[src/rtl/pwr_iso_ctrl.sv]
// pwr_iso_ctrl
// Power/isolation sequencer for one switchable power domain. It drives the
// active-low isolation enable (Ib pins of the IsoAND_TL_1P clamps), the power
// switch enable and the retention save/restore strobes. It guarantees that
// the domain is isolated before power is removed and is un-isolated only
// after the rail is good and retention state has been restored.
//
// Ports:
//   clk          rising-edge clock
//   rst_n        asynchronous active-low reset
//   pd_req       power-down request (level, honoured only in ON)
//   pu_req       power-up request (level, honoured only in OFF)
//   pwr_ack      rail-good status from the power switch (pre-synchronised)
//   iso          active-low isolation enable, 0 = domain outputs clamped low
//   pwr_en       power switch enable, 1 = rail on
//   ret_save     one-cycle retention save strobe
//   ret_restore  one-cycle retention restore strobe
//   busy         high in every state except ON and OFF
//   is_off       high only in OFF
//   err          sticky power-ack timeout flag, cleared only by reset
//
// All outputs come straight from flops: they are decoded from the next state
// and registered, so they change on the same edge as the state register.

module pwr_iso_ctrl #(
  parameter int ISO_SETUP   = 2,
  parameter int ISO_HOLD    = 3,
  parameter int ACK_TIMEOUT = 15,
  parameter int CNT_W       = 4
) (
  input  logic clk,
  input  logic rst_n,
  input  logic pd_req,
  input  logic pu_req,
  input  logic pwr_ack,
  output logic iso,
  output logic pwr_en,
  output logic ret_save,
  output logic ret_restore,
  output logic busy,
  output logic is_off,
  output logic err
);

  typedef enum logic [2:0] {
    S_ON,
    S_ISO_SET,
    S_SAVE,
    S_DN_WAIT,
    S_OFF,
    S_UP_WAIT,
    S_RESTORE,
    S_ISO_REL
  } state_t;

  // The counter is cleared on state entry, so a state that must last N
  // cycles exits when the counter shows N-1. A zero setup/hold still
  // occupies the state for one cycle.
  localparam logic [CNT_W-1:0] SETUP_LAST   = CNT_W'((ISO_SETUP > 0) ? ISO_SETUP - 1 : 0);
  localparam logic [CNT_W-1:0] HOLD_LAST    = CNT_W'((ISO_HOLD  > 0) ? ISO_HOLD  - 1 : 0);
  localparam logic [CNT_W-1:0] TIMEOUT_LAST = CNT_W'((ACK_TIMEOUT > 0) ? ACK_TIMEOUT - 1 : 0);
  localparam logic [CNT_W-1:0] CNT_MAX      = '1;

  state_t           state, state_nxt;
  logic [CNT_W-1:0] cnt, cnt_nxt;
  logic             err_nxt;
  logic             iso_d, pwr_en_d, ret_save_d, ret_restore_d, busy_d, is_off_d;

  always_ff @(posedge clk or negedge rst_n) begin
    if (!rst_n) begin
      state       <= S_UP_WAIT;
      cnt         <= '0;
      err         <= 1'b0;
      iso         <= 1'b0;
      pwr_en      <= 1'b1;
      ret_save    <= 1'b0;
      ret_restore <= 1'b0;
      busy        <= 1'b1;
      is_off      <= 1'b0;
    end else begin
      state       <= state_nxt;
      cnt         <= cnt_nxt;
      err         <= err_nxt;
      iso         <= iso_d;
      pwr_en      <= pwr_en_d;
      ret_save    <= ret_save_d;
      ret_restore <= ret_restore_d;
      busy        <= busy_d;
      is_off      <= is_off_d;
    end
  end

  // A missing ack in DN_WAIT still ends in OFF (rail assumed off, isolation
  // kept); a missing ack in UP_WAIT also falls back to OFF so software can
  // retry, and err records either event.
  always_comb begin
    state_nxt = state;
    err_nxt   = err;
    case (state)
      S_ON:      if (pd_req) state_nxt = S_ISO_SET;
      S_ISO_SET: if (cnt == SETUP_LAST) state_nxt = S_SAVE;
      S_SAVE:    state_nxt = S_DN_WAIT;
      S_DN_WAIT: begin
        if (!pwr_ack) begin
          state_nxt = S_OFF;
        end else if (cnt == TIMEOUT_LAST) begin
          state_nxt = S_OFF;
          err_nxt   = 1'b1;
        end
      end
      S_OFF:     if (pu_req) state_nxt = S_UP_WAIT;
      S_UP_WAIT: begin
        if (pwr_ack) begin
          state_nxt = S_RESTORE;
        end else if (cnt == TIMEOUT_LAST) begin
          state_nxt = S_OFF;
          err_nxt   = 1'b1;
        end
      end
      S_RESTORE: state_nxt = S_ISO_REL;
      S_ISO_REL: if (cnt == HOLD_LAST) state_nxt = S_ON;
      default:   state_nxt = S_UP_WAIT;
    endcase

    if (state_nxt != state) begin
      cnt_nxt = '0;
    end else if (cnt == CNT_MAX) begin
      cnt_nxt = cnt;
    end else begin
      cnt_nxt = cnt + CNT_W'(1);
    end
  end

  // Output decode of the upcoming state. In OFF the switch enable follows
  // err, so after a failed power-up the rail request stays asserted.
  always_comb begin
    iso_d         = 1'b0;
    pwr_en_d      = 1'b1;
    ret_save_d    = 1'b0;
    ret_restore_d = 1'b0;
    busy_d        = 1'b1;
    is_off_d      = 1'b0;
    case (state_nxt)
      S_ON: begin
        iso_d  = 1'b1;
        busy_d = 1'b0;
      end
      S_SAVE:    ret_save_d = 1'b1;
      S_DN_WAIT: pwr_en_d   = 1'b0;
      S_OFF: begin
        pwr_en_d = err_nxt;
        busy_d   = 1'b0;
        is_off_d = 1'b1;
      end
      S_RESTORE: ret_restore_d = 1'b1;
      default: ;
    endcase
  end

endmodule
[config.mk]
export PLATFORM = sky130hd
export DESIGN_NAME = pwr_iso_ctrl
export DESIGN_NICKNAME = d
export VERILOG_FILES = /design/src/rtl/pwr_iso_ctrl.sv
export SDC_FILE = /design/constraint.sdc
export NUM_CORES = 1
export LEC_CHECK = 0
export ABC_AREA = 1
export BUFFER_PORTS_ARGS = -buffer_cell sky130_fd_sc_hd__buf_2
export CAP_MARGIN = 5
export CORE_MARGIN = 1.5
export CORE_UTILIZATION = 48
export CTS_CLUSTER_DIAMETER = 200
export DETAILED_ROUTE_END_ITERATION = 8
export PLACE_DENSITY_LB_ADDON = 0.12
export SKIP_LAST_GASP = 1
export SLEW_MARGIN = 5
export SYNTH_ARGS = -nofsm -noshare
export SYNTH_HDL_FRONTEND = slang
export SYNTH_SLANG_ARGS = --single-unit
[constraint.sdc]
create_clock -name clk -period 1.4 [get_ports clk]
set_clock_uncertainty 0.05 [all_clocks]
set_input_delay 0.28 -clock clk [delete_from_list [all_inputs] [get_ports clk]]
set_output_delay 0.28 -clock clk [all_outputs]
set_load 0.02 [all_outputs]
==> metrics.md <==
| Metric | Value |
|---|---|
| Worst IR drop on VDD | ~0.61 mV |
| Area Overhead vs Synth | 43.2% |
| Worst Setup End Kind | flip-flop |
| Hold Crit Start | pwr_ack |
| First-pass DRT Iterations | 4 |
| Iter 0 DRT Violations | 24 |
| CTS tree | done |
| Crit-path most repeated cell | nand2_2 |
| CP Max Fanout | 7 |
| Post-synth cell types | 20 |
| MaxCap Viol Count | 0 |
| Worst Reg-to-Reg Cells | 10 |
| # setup viols final | 10 |
| Fmax | 603 MHz |
| Crit path kind | flip-flop to flip-flop |
| Wirelength per Cell | 12.8 um |
| GR Overflow Total | 0 |
| Place WS | -167 ps |
| Setup ws final | -258 ps |
| R2R Setup Slk | -260 ps |
| Hold Path End | pwr_en |
| Number of global-route vias before repair | 732 |
| Unrepaired setup endpoints after global routing | true |
| Crit path arrival time | 1770 ps |
| Row cnt | 14 |
| Min Clock Period, post-route | about 1700 ps |
| CP peak stage delay | 630 ps |
| PwrDens | 629 nW/um2 |
| Htree depth | 1 |
| GPL Wtd Cong | 0.849 |
| # fillers | roughly 120 |
| Share of layout cells above drive strength 1 | between 50% and 60% |
| CTS root buf | clkbuf_4 |
| Worst path bufs/invs | 2 |
| Tightest Pin Transition | 307 ps |
| Seq cells post-synth | 14 |
| Num Clock Sinks | 14 |
| CP cell instances | buf_4, nand2_1, inv_1, nand2_2, nand2_2, nor2_4, nand2_4, nand3_2, o21ai_4, nor2_2 |
| CP Launch Point | state[2] |
| Core Footprint | between 1500 and 2000 um2 |
| DR vias | approximately 770 |
| Area of the multi-input gates | ~430 um2 |
| DP Area | roughly 960 um2 |
| Cell family with most CP delay | flip-flops |
| Skew-Pair Late Insertion Delay | 280 ps |
| Cell count after synthesis | 99 |
| Antenna violations before repair | 0 |
| Seq/Total Area, Yosys | 44.9% |
| Crit path required time | approximately 1500 ps |
| Final Hold Fails | 0 |
| DP HPWL | 1.23 mm |
| Syn_nets | 107 |
| Pin count of the biggest net entering global routing | 15 |
| CTS clk-pin slew, worst paths | 90 ps |
| IO Port Bufs | 11 |
| Worst Hold Depth | 4 |
| Failing checks | setup timing |
| Worst setup SP type | flip-flop |
| Status | finished with violations |
| Leakage | a little over 0.0006 uW |
| Num ports | 12 |
| DRC Markers | 0 |
| Design area | 1130 um2 |
| Max Root-Sink Buffers | 2 |
| Cts bufs inserted | 3 |
| Synth Area per Inst | 7.99 um2 |
| Critical R2R Launch | state[2] |
| Max Slew Vio Count | 0 |
| Slowest CP cell | dfstp_2 |
| Die Height | 43.6 um |
| Mapped cell area | between 700 and 800 um2 |
| First-pass GRT wire length | 2.92 mm |
| Antenna diode count | 0 |
| Final Cycle Share | 118% |
| Sequential cell area | 355 um2 |
| Synthesis Warnings | 0 |
| Die ar. | 1900 um2 |
| Routed Antenna Nets | 0 |
| Slew Limit Headroom | ~80% |
| Initial Util | 51.9% |
| Final net count | 143 |
| Final wirelength | roughly 1.9 mm |
| Worst reg2reg endpoint | cnt[3] |
| Post-DR vias/cell | between 5 and 6 |
| Die X-Extent | 43.6 um |
| Min-delay worst type | primary input to flip-flop |
| Gr usage total | 20.9% |
[cell type report]
class,count,area share (%)
Clock buffer,4,3.20
Inverter,20,6.63
Multi-Input combinational cell,64,37.7
Sequential cell,14,31.4
Tap cell,16,1.77
Timing Repair Buffer,32,19.3
[tightest hold or removal path, delay by kind of cell]
family | cells | cell delay [ps]
AOI/OAI and AO/OA | 1 | 110
buffers and inverters | 1 | 130
and+or+nand+nor | 2 | 90
[metrics by stage]
step                      utilization [%]  std cells  hold slack, ps  TNS [ps]  power (uW)
after floorplan                         -         99           -65.6      -226         415
after global placement               63.0        136             134      -945         429
after detailed placement             63.0        136             139     -1160         430
after CTS                            69.9        148             255     -1080         716
after global routing                 74.3        150             300     -2800         732
final                                74.3        150             287     -1930         712
[placed cells by master, fill, tap and decap left out]
| cell type | synthesis | routed |
|---|---|---|
| buf_4 | 0 | 19 |
| inv_1 | 18 | 17 |
| nand2_1 | 22 | 14 |
| buf_2 | 0 | 11 |
| dfrtp_1 | 10 | 10 |
| nand2_2 | 3 | 8 |
| nor2_2 | 6 | 7 |
| nand3_1 | 6 | 5 |
| nor2_1 | 7 | 4 |
| nand4_1 | 4 | 4 |
| dfstp_2 | 4 | 4 |
| inv_2 | 2 | 3 |
| nand2_4 | 0 | 3 |
| nor2_4 | 1 | 3 |
| o21ai_0 | 5 | 3 |
| clkbuf_4 | 0 | 3 |
| nand3_2 | 2 | 2 |
| o21ai_1 | 0 | 2 |
| ha_2 | 0 | 2 |
| nor3_1 | 1 | 1 |
| nand3_4 | 0 | 1 |
| a31oi_1 | 1 | 1 |
| xor2_1 | 1 | 1 |
| o21ai_4 | 0 | 1 |
| or2_2 | 1 | 1 |
| ha_1 | 3 | 1 |
| clkbuf_8 | 0 | 1 |
| dlygate4sd3_1 | 0 | 1 |
| buf_6 | 1 | 1 |
[flip-flops by register name (all words and copies together) (netlist names)]
register / cells
cnt: 4
state: 3
busy: 1
err: 1
is_off: 1
iso: 1
pwr_en: 1
ret_restore: 1
ret_save: 1
[cells in the mapped netlist]
master / instances / area share, %
nand2_2: 3 / 2.4
inv_1: 18 / 8.5
nand3_2: 2 / 2.5
buf_6: 1 / 1.4
nand3_1: 6 / 3.8
nor2_2: 6 / 4.7
a31oi_1: 1 / 0.79
or2_2: 1 / 0.79
dfrtp_1: 10 / 32
nor2_4: 1 / 1.4
dfstp_2: 4 / 13
o21ai_2: 1 / 1.1
nor2_1: 7 / 3.3
o21ai_0: 5 / 3.2
nand2_1: 22 / 10
nand4_1: 4 / 3.2
ha_1: 3 / 4.7
nor3_1: 1 / 0.63
xor2_1: 1 / 1.1
inv_2: 2 / 0.95
[how the worst max path moves through the flow]
| stage | endpoint | slack, ps | cells past startpoint |
|---|---|---|---|
| after global placement | pwr_en | -140 | 11 |
| final | cnt[3] | -260 | 10 |
| after global routing | cnt[1] | -340 | 10 |
| after CTS | cnt[3] | -170 | 11 |
| after floorplan | cnt[3] | -50 | 10 |
| after detailed placement | pwr_en | -170 | 11 |
[power by group]
part	internal (uW)	total, uW	switching (uW)
clock	158	289	131
combinational	6.63	19.2	12.6
sequential	405	405	0
[timing repair]
| action | in CTS | in global routing |
|---|---|---|
| hold endpoints to repair | 10 | 0 |
| resized for setup | 2 | 19 |
| buffers inserted | 7 | 2 |
| pin swaps | 6 | 10 |
| endpoints found under the setup margin | 10 | 12 |
| hold buffers | 1 | 0 |
[cells by family after synthesis]
family,synth area share [%]
simple gates,33.2
buf+inv,10.9
flops,44.9
compound gates,5.06
fa+ha+maj,4.75
xor+xnor,1.11
[layer usage]
metal / vias to the layer above / part of all wire (%) / track usage (%) / wire (um)
li1: 376 / - / - / -
met1: 365 / 40 / 24.7 / 769
met2: 25 / 52 / 35.6 / 1000
met3: 6 / 4.8 / 4.58 / 92
met4: 0 / 2.8 / 10.3 / 54
met5: - / 0 / 0 / 0
(Power assumes the default switching activity.)
